[src/rtl/pe_req_ctrl_if.sv]
// Bundle between pe_req_ctrl, its request sources, the priority encoder and the grant consumer.
// Defining PE_REQ_CTRL_OVERFLOW_EN adds the ovf status vector and its ovf_clr strobe.
interface pe_req_ctrl_if #(
  parameter int WIDTH = 16,
  parameter int ID_W  = 4
);
  logic [WIDTH-1:0] req_in;
  logic             mask_we;
  logic [WIDTH-1:0] mask_wdata;
  logic [WIDTH-1:0] enc_in;
  logic [WIDTH-1:0] enc_out;
  logic             enc_valid;
  logic             grant_valid;
  logic [WIDTH-1:0] grant_onehot;
  logic [ID_W-1:0]  grant_id;
  logic             grant_ack;
  logic [WIDTH-1:0] pending;
`ifdef PE_REQ_CTRL_OVERFLOW_EN
  logic [WIDTH-1:0] ovf;
  logic             ovf_clr;

  modport master (
    output req_in, mask_we, mask_wdata, enc_out, enc_valid, grant_ack, ovf_clr,
    input  enc_in, grant_valid, grant_onehot, grant_id, pending, ovf
  );
  modport slave (
    input  req_in, mask_we, mask_wdata, enc_out, enc_valid, grant_ack, ovf_clr,
    output enc_in, grant_valid, grant_onehot, grant_id, pending, ovf
  );
`else
  modport master (
    output req_in, mask_we, mask_wdata, enc_out, enc_valid, grant_ack,
    input  enc_in, grant_valid, grant_onehot, grant_id, pending
  );
  modport slave (
    input  req_in, mask_we, mask_wdata, enc_out, enc_valid, grant_ack,
    output enc_in, grant_valid, grant_onehot, grant_id, pending
  );
`endif
endinterface

[src/rtl/pe_req_ctrl.sv]
// Request capture, masking and grant sequencing around an external 16-bit priority encoder.
// Optional overflow tracking of duplicate captures is enabled by PE_REQ_CTRL_OVERFLOW_EN.
module pe_req_ctrl #(
  parameter int WIDTH     = 16,
  parameter int ID_W      = 4,
  parameter bit EDGE_MODE = 1'b1
) (
  input logic         clk,
  input logic         rst_n,
  pe_req_ctrl_if.slave bus
);

  typedef enum logic {IDLE, ISSUE} state_t;

  state_t           state_q;
  logic [WIDTH-1:0] pending_q, pending_d;
  logic [WIDTH-1:0] mask_q;
  logic [WIDTH-1:0] req_prev_q;
  logic             grant_valid_q;
  logic [WIDTH-1:0] grant_onehot_q;
  logic [ID_W-1:0]  grant_id_q;
  logic [WIDTH-1:0] capture;
  logic [WIDTH-1:0] retire;

  function automatic logic [ID_W-1:0] encode(input logic [WIDTH-1:0] v);
    logic [ID_W-1:0] id;
    id = '0;
    for (int i = 0; i < WIDTH; i++) begin
      if (v[i]) id = ID_W'(i);
    end
    return id;
  endfunction

  // A new capture is OR-ed in after the retire mask, so a same-cycle set beats the ack clear.
  always_comb begin
    capture   = EDGE_MODE ? (bus.req_in & ~req_prev_q) : bus.req_in;
    retire    = (state_q == ISSUE && bus.grant_ack) ? grant_onehot_q : '0;
    pending_d = (pending_q & ~retire) | capture;
  end

  always_ff @(posedge clk or negedge rst_n) begin
    if (!rst_n) begin
      pending_q  <= '0;
      mask_q     <= '1;
      req_prev_q <= '0;
    end else begin
      pending_q  <= pending_d;
      req_prev_q <= bus.req_in;
      if (bus.mask_we) mask_q <= bus.mask_wdata;
    end
  end

`ifdef PE_REQ_CTRL_OVERFLOW_EN
  logic [WIDTH-1:0] ovf_q, ovf_d;

  always_comb begin
    ovf_d = (bus.ovf_clr ? '0 : ovf_q) | (capture & pending_q & ~retire);
  end

  always_ff @(posedge clk or negedge rst_n) begin
    if (!rst_n) ovf_q <= '0;
    else        ovf_q <= ovf_d;
  end

  assign bus.ovf = ovf_q;
`endif

  // Grant stays frozen through ISSUE; mask changes only affect the next arbitration.
  always_ff @(posedge clk or negedge rst_n) begin
    if (!rst_n) begin
      state_q        <= IDLE;
      grant_valid_q  <= 1'b0;
      grant_onehot_q <= '0;
      grant_id_q     <= '0;
    end else begin
      case (state_q)
        IDLE: begin
          if (bus.enc_valid) begin
            grant_onehot_q <= bus.enc_out;
            grant_id_q     <= encode(bus.enc_out);
            grant_valid_q  <= 1'b1;
            state_q        <= ISSUE;
          end
        end
        ISSUE: begin
          if (bus.grant_ack) begin
            grant_valid_q <= 1'b0;
            state_q       <= IDLE;
          end
        end
        default: begin
          grant_valid_q <= 1'b0;
          state_q       <= IDLE;
        end
      endcase
    end
  end

  assign bus.enc_in       = pending_q & mask_q;
  assign bus.grant_valid  = grant_valid_q;
  assign bus.grant_onehot = grant_onehot_q;
  assign bus.grant_id     = grant_id_q;
  assign bus.pending      = pending_q;

endmodule

[src/flat_wrapper.sv]
// flat-port wrapper written by rule: the top's interface ports become plain ports
module pe_req_ctrl_flat 
#(
  parameter int WIDTH     = 16,
  parameter int ID_W      = 4,
  parameter bit EDGE_MODE = 1'b1
)
  (clk, rst_n, bus_req_in, bus_mask_we, bus_mask_wdata, bus_enc_out, bus_enc_valid, bus_grant_ack, bus_enc_in, bus_grant_valid, bus_grant_onehot, bus_grant_id, bus_pending);
  pe_req_ctrl_if #(.WIDTH(WIDTH), .ID_W(ID_W)) bus_i ();
  input logic clk;
  input logic rst_n;
  input wire logic [$bits(bus_i.req_in)-1:0] bus_req_in;
  input wire logic [$bits(bus_i.mask_we)-1:0] bus_mask_we;
  input wire logic [$bits(bus_i.mask_wdata)-1:0] bus_mask_wdata;
  input wire logic [$bits(bus_i.enc_out)-1:0] bus_enc_out;
  input wire logic [$bits(bus_i.enc_valid)-1:0] bus_enc_valid;
  input wire logic [$bits(bus_i.grant_ack)-1:0] bus_grant_ack;
  output wire logic [$bits(bus_i.enc_in)-1:0] bus_enc_in;
  output wire logic [$bits(bus_i.grant_valid)-1:0] bus_grant_valid;
  output wire logic [$bits(bus_i.grant_onehot)-1:0] bus_grant_onehot;
  output wire logic [$bits(bus_i.grant_id)-1:0] bus_grant_id;
  output wire logic [$bits(bus_i.pending)-1:0] bus_pending;
  assign bus_i.req_in = bus_req_in;
  assign bus_i.mask_we = bus_mask_we;
  assign bus_i.mask_wdata = bus_mask_wdata;
  assign bus_i.enc_out = bus_enc_out;
  assign bus_i.enc_valid = bus_enc_valid;
  assign bus_i.grant_ack = bus_grant_ack;
  assign bus_enc_in = bus_i.enc_in;
  assign bus_grant_valid = bus_i.grant_valid;
  assign bus_grant_onehot = bus_i.grant_onehot;
  assign bus_grant_id = bus_i.grant_id;
  assign bus_pending = bus_i.pending;
  pe_req_ctrl #(.WIDTH(WIDTH), .ID_W(ID_W), .EDGE_MODE(EDGE_MODE)) u_core (.clk(clk), .rst_n(rst_n), .bus(bus_i));
endmodule
[config.mk]
export PLATFORM = sky130hd
export DESIGN_NAME = pe_req_ctrl_flat
export DESIGN_NICKNAME = d
export VERILOG_FILES = /design/src/rtl/pe_req_ctrl_if.sv /design/src/rtl/pe_req_ctrl.sv /design/src/flat_wrapper.sv
export SDC_FILE = /design/constraint.sdc
export NUM_CORES = 1
export LEC_CHECK = 0
export BUFFER_PORTS_ARGS = -buffer_cell sky130_fd_sc_hd__buf_4
export CAP_MARGIN = 20
export CORE_ASPECT_RATIO = 1.5
export CORE_MARGIN = 10
export CORE_UTILIZATION = 52
export CTS_CLUSTER_SIZE = 16
export DETAILED_ROUTE_END_ITERATION = 12
export PLACE_DENSITY = 0.84
export SYNTH_ARGS = -nofsm -noshare
export SYNTH_HDL_FRONTEND = slang
export SYNTH_SLANG_ARGS = --single-unit
[constraint.sdc]
create_clock -name clk -period 2.55 [get_ports clk]
set_input_delay 0.51 -clock clk [delete_from_list [all_inputs] [get_ports clk]]
set_output_delay 0.51 -clock clk [all_outputs]
set_load 0.005 [all_outputs]
* Word level (Yosys, flattened, before mapping)
Index checks and enable logic that the tools add are counted.
** Storage, ports and cells
- Bits in registers :: 70
- Bits of input ports :: 53
- Output and inout port bits :: 53
- Logic and storage cells :: 41
** Operators by class
- Equal/unequal tests :: 2
- Muxes and demuxes :: 22
- Bitwise gates (word level) :: 7
- Reduce and logical (&&, ||, !) cells :: 3
** Operators by type and width (count)
- $and A16 B16 Y16 :: 3
- $mux W4 :: 8
- $not A16 Y16 :: 2
- $mux W16 :: 1
- $or A16 B16 Y16 :: 1
- $mux W3 :: 4
- $mux W1 :: 5
- $mux W2 :: 2
- $ne A2 B2 Y1 const B :: 2
- $pmux W1 S2 :: 2
- $reduce_and A2 Y1 :: 2
- $logic_and A1 B1 Y1 :: 1
- $not A1 Y1 :: 1

* Longest topological paths before layout
- Depth after elaboration :: 15
- Mapped depth :: 6
- Gate-level depth less buffers :: 4

* Worst setup path before layout
Ideal clock, no wire load.
- Kind :: input -> register
- Start :: input port bus_enc_out[14]
- End :: register u_core.grant_id_q[2] (netlist: u_core.bus.grant_id[2])
- Library setup time :: 0.121 ns
- Arrival time :: 1.189 ns
- Required time :: 2.429 ns
- Path slack :: 1.239 ns
- Cell stages on the path :: 3
- Buffers on the path :: 0
- Path through :: or3_1 nand2b_4 o22a_1
** On the way
- Cells in the longest elaborated chain, start to end :: 2
** Ends and longest elaborated chain
- start: declaration :: line flat_wrapper.sv:15 : input wire logic [$bits(bus_i.enc_out)-1:0] bus_enc_out;
- $mux W4 (2 in series) :: line pe_req_ctrl.sv:29 : if (v[i]) id = ID_W'(i);
- end signal: assignment :: line pe_req_ctrl.sv:80 : grant_id_q <= encode(bus.enc_out);
- end: declaration :: line pe_req_ctrl.sv:21 : logic [ID_W-1:0] grant_id_q;
Every way passes these cells.
A chain may end at the register's enable or synchronous reset.

* Final worst setup path
- Start :: register u_core.mask_q[15]
- End :: output port bus_enc_in[15]
** On the way
- Cells in the longest elaborated chain, start to end :: 1
** Ends and longest elaborated chain
- start: declaration :: line pe_req_ctrl.sv:17 : logic [WIDTH-1:0] mask_q;
- start signal: assignment :: line pe_req_ctrl.sv:49 : if (bus.mask_we) mask_q <= bus.mask_wdata;
- $and A16 B16 Y16 :: line pe_req_ctrl.sv:99 : assign bus.enc_in = pending_q & mask_q;
- end: declaration :: line flat_wrapper.sv:18 : output wire logic [$bits(bus_i.enc_in)-1:0] bus_enc_in;
Every way passes these cells.

==> results.toml <==
[detailed_routing]
initialDrtViolationCount = 127
drt-pass1-iter-count = 4
ant_nets = 0
vias_per_cell = 4.72
vias = 2056
wl_um = 6710
route.detailed.drc = 0
wl_per_cell_um = 15.4

[run]
max_cap_viol_count = 0

[timing]
finalSetupViolCount = 0
finalHoldViolCount = 0
whs_ns = 0.264
tightest_slew_ns = 0.843
grt_setup_unrepaired = "false"
fin_skew_ns = 0.00865
max_freq_mhz = 613
fin_crit_ns = 1.63
setup_tns_ns = 0
finalMaxSlewViolations = 0
fin_crit_sh_pct = 63.9
slew_headroom_pct = 43.8

[place]
numPortBuffers = 105
hpwlAfterDp_um = 5140
place_congestion = 0.808

[global_route]
antenna_found_initial = 0
grt_pass1_vias = 2151
overflow = 0
grt_max_degree = 71
grtUsageTotal_pct = 16.0
grt_pass1_wl_um = 10700

[hold_path]
hold_class = "primary input to async pin"

[status]
outcome = "finished clean"

[logic_synthesis]
synth_area_leaders = "dfrtp_1 50%, dfstp_2 15%, nand2_1 10%"
synthArstFlopShare_pct = 100
ys_ff_latch = 70
synth_area_per_cell_um2 = 10.7
synthTopCellsByCount = "76 x nand2_1, 54 x dfrtp_1, 21 x o21ai_0"
seq_area_frac_synth_pct = 65.0
synth_edf_count = 0
synthesis.nets = 307
synth_top_area_cell = "dfrtp_1"
synth.top_cell.area_share_pct = 49.6
synth_cell_types = 22
synthCells = 254
synth_most_common_cell = "nand2_1"
syn-cell-area_um2 = 2730
ys_warn_count = 0
synthFlopType = "dfrtp_1"

[cts]
ctsLongestPathBuffers = 2
post_cts_resize_count = 0
cts_buffers = 9
cts.hold.buffers_added = 0
clk_latency_ns = 0.35
clk_pin_slew_ns = 0.07
ctsRootBufferMaster = "clkbuf_8"
cts_tree = "built"
postCtsSetupBuffers = 0
cts-htree-levels = 3
clock-sinks = 70

[power_and_ir_drop]
p_leak_nw = 1.90
p_per_area_nw_per_um2 = 759
irDropWorstVdd_mv = 0.518

[floorplanning]
die_h_um = 109
fp.dieW_um = 79.1
fp-row-count = 32
die_area_um2 = 8600
start_util_pct = 53.2
core_um2 = 5120
pin_count = 106

[worst_setup_path]
start_kind = "flip-flop"
r2r-start = "u_core.state_q"
timing.rr.end = "u_core.bus.grant_id[3]"
rr_worst_depth = 4
critPathMaxFanout = 2
crit_type = "flip-flop to primary output"
cp-end-kind = "primary output"
required_ns = 2.04
regToRegSetupSlack_ns = 1.06
worstPathArrival_ns = 1.12

[finish]
area_delta_synth_final_pct = 37.4
drive_gt1_share_pct = 42.4
fin_nets = 416
regArea_um2 = 1770
fillers = 404
multi_input_area_um2 = 845
diodes = 0
-- registers in the layout, indices dropped and copies added (netlist names) --
name                     cells
u_core.bus.grant_id          4
u_core.bus.grant_onehot     16
u_core.bus.grant_valid       1
u_core.bus.pending          16
u_core.mask_q               16
u_core.req_prev_q           16
u_core.state_q               1
-- cell type report --
cell class	instances	share of cell area (%)
sequential	70	47.3
tap	68	2.27
multi-input combinational	157	22.6
clock inverter	6	1.00
timing repair buffer	106	21.3
inverter	19	1.91
clock buffer	10	3.68
-- per-layer routing --
| layer | track usage, % | vias up | wire (µm) |
|---|---|---|---|
| met2 | 26.4 | 73 | 3460 |
| li1 | - | 1028 | - |
| met5 | 0 | - | 0 |
| met1 | 17.6 | 940 | 2600 |
| met4 | 7.71 | 0 | 186 |
| met3 | 6.59 | 15 | 468 |
-- metrics by stage --
| stage | setup WS (ns) | power [mW] | instance area (µm²) | cells | utilization (%) |
|---|---|---|---|---|---|
| 2_1_floorplan | 1.24 | 1.65 | 2730 | 254 | - |
| 3_3_place_gp | 0.786 | 2.07 | 3560 | 419 | 69.5 |
| 3_5_place_dp | 0.686 | 2.09 | 3560 | 419 | 69.5 |
| 4_1_cts | 0.907 | 2.88 | 3740 | 435 | 72.9 |
| 5_1_grt | 0.882 | 3.02 | 3740 | 436 | 73.0 |
| 6_report | 0.920 | 2.84 | 3740 | 436 | 73.0 |
-- kinds of logic (layout without fill, tap and decap cells) --
logic type | after synthesis | after routing | synth area share [%]
compound gates | 31 | 31 | 6.52
buf+inv | 27 | 141 | 3.99
flops | 70 | 70 | 65.0
mux | 16 | 16 | 6.61
simple gates | 110 | 110 | 17.9
-- worst max path at each step --
stage	start	endpoint	cells after the start
finish	u_core.mask_q[15]	bus_enc_in[15]	2
global route	u_core.mask_q[7]	bus_enc_in[7]	2
CTS	u_core.mask_q[15]	bus_enc_in[15]	2
detailed placement	bus_enc_valid	u_core.bus.grant_valid	4
global placement	bus_enc_valid	u_core.bus.grant_id[3]	3
floorplan	bus_enc_out[14]	u_core.bus.grant_id[2]	3
-- power breakdown --
part	total (mW)	internal (mW)	switching (mW)
registers	1.42	1.30	0.118
clock network	0.785	0.375	0.410
logic	0.641	0.372	0.269
-- worst max-delay path, cell delays in order, from the launching register on --
cell and delay (ns):
dfstp_2 0.53, and2_1 0.13, buf_4 0.12
-- cell usage in the layout, fill, tap and decap left out, types with 2 or more instances in the layout --
master | Yosys | routed
mux2_2 | 16 | 16
nand2_1 | 76 | 76
clkinv_2 | 0 | 4
dfrtp_1 | 54 | 54
inv_1 | 19 | 19
o22a_1 | 3 | 3
and2_1 | 17 | 17
nand2b_4 | 2 | 2
nor2_1 | 10 | 10
dfstp_2 | 16 | 16
buf_4 | 0 | 106
clkbuf_8 | 0 | 10
a21oi_1 | 3 | 3
clkinv_4 | 0 | 2
o21ai_0 | 21 | 21
(Power assumes the default switching activity.)
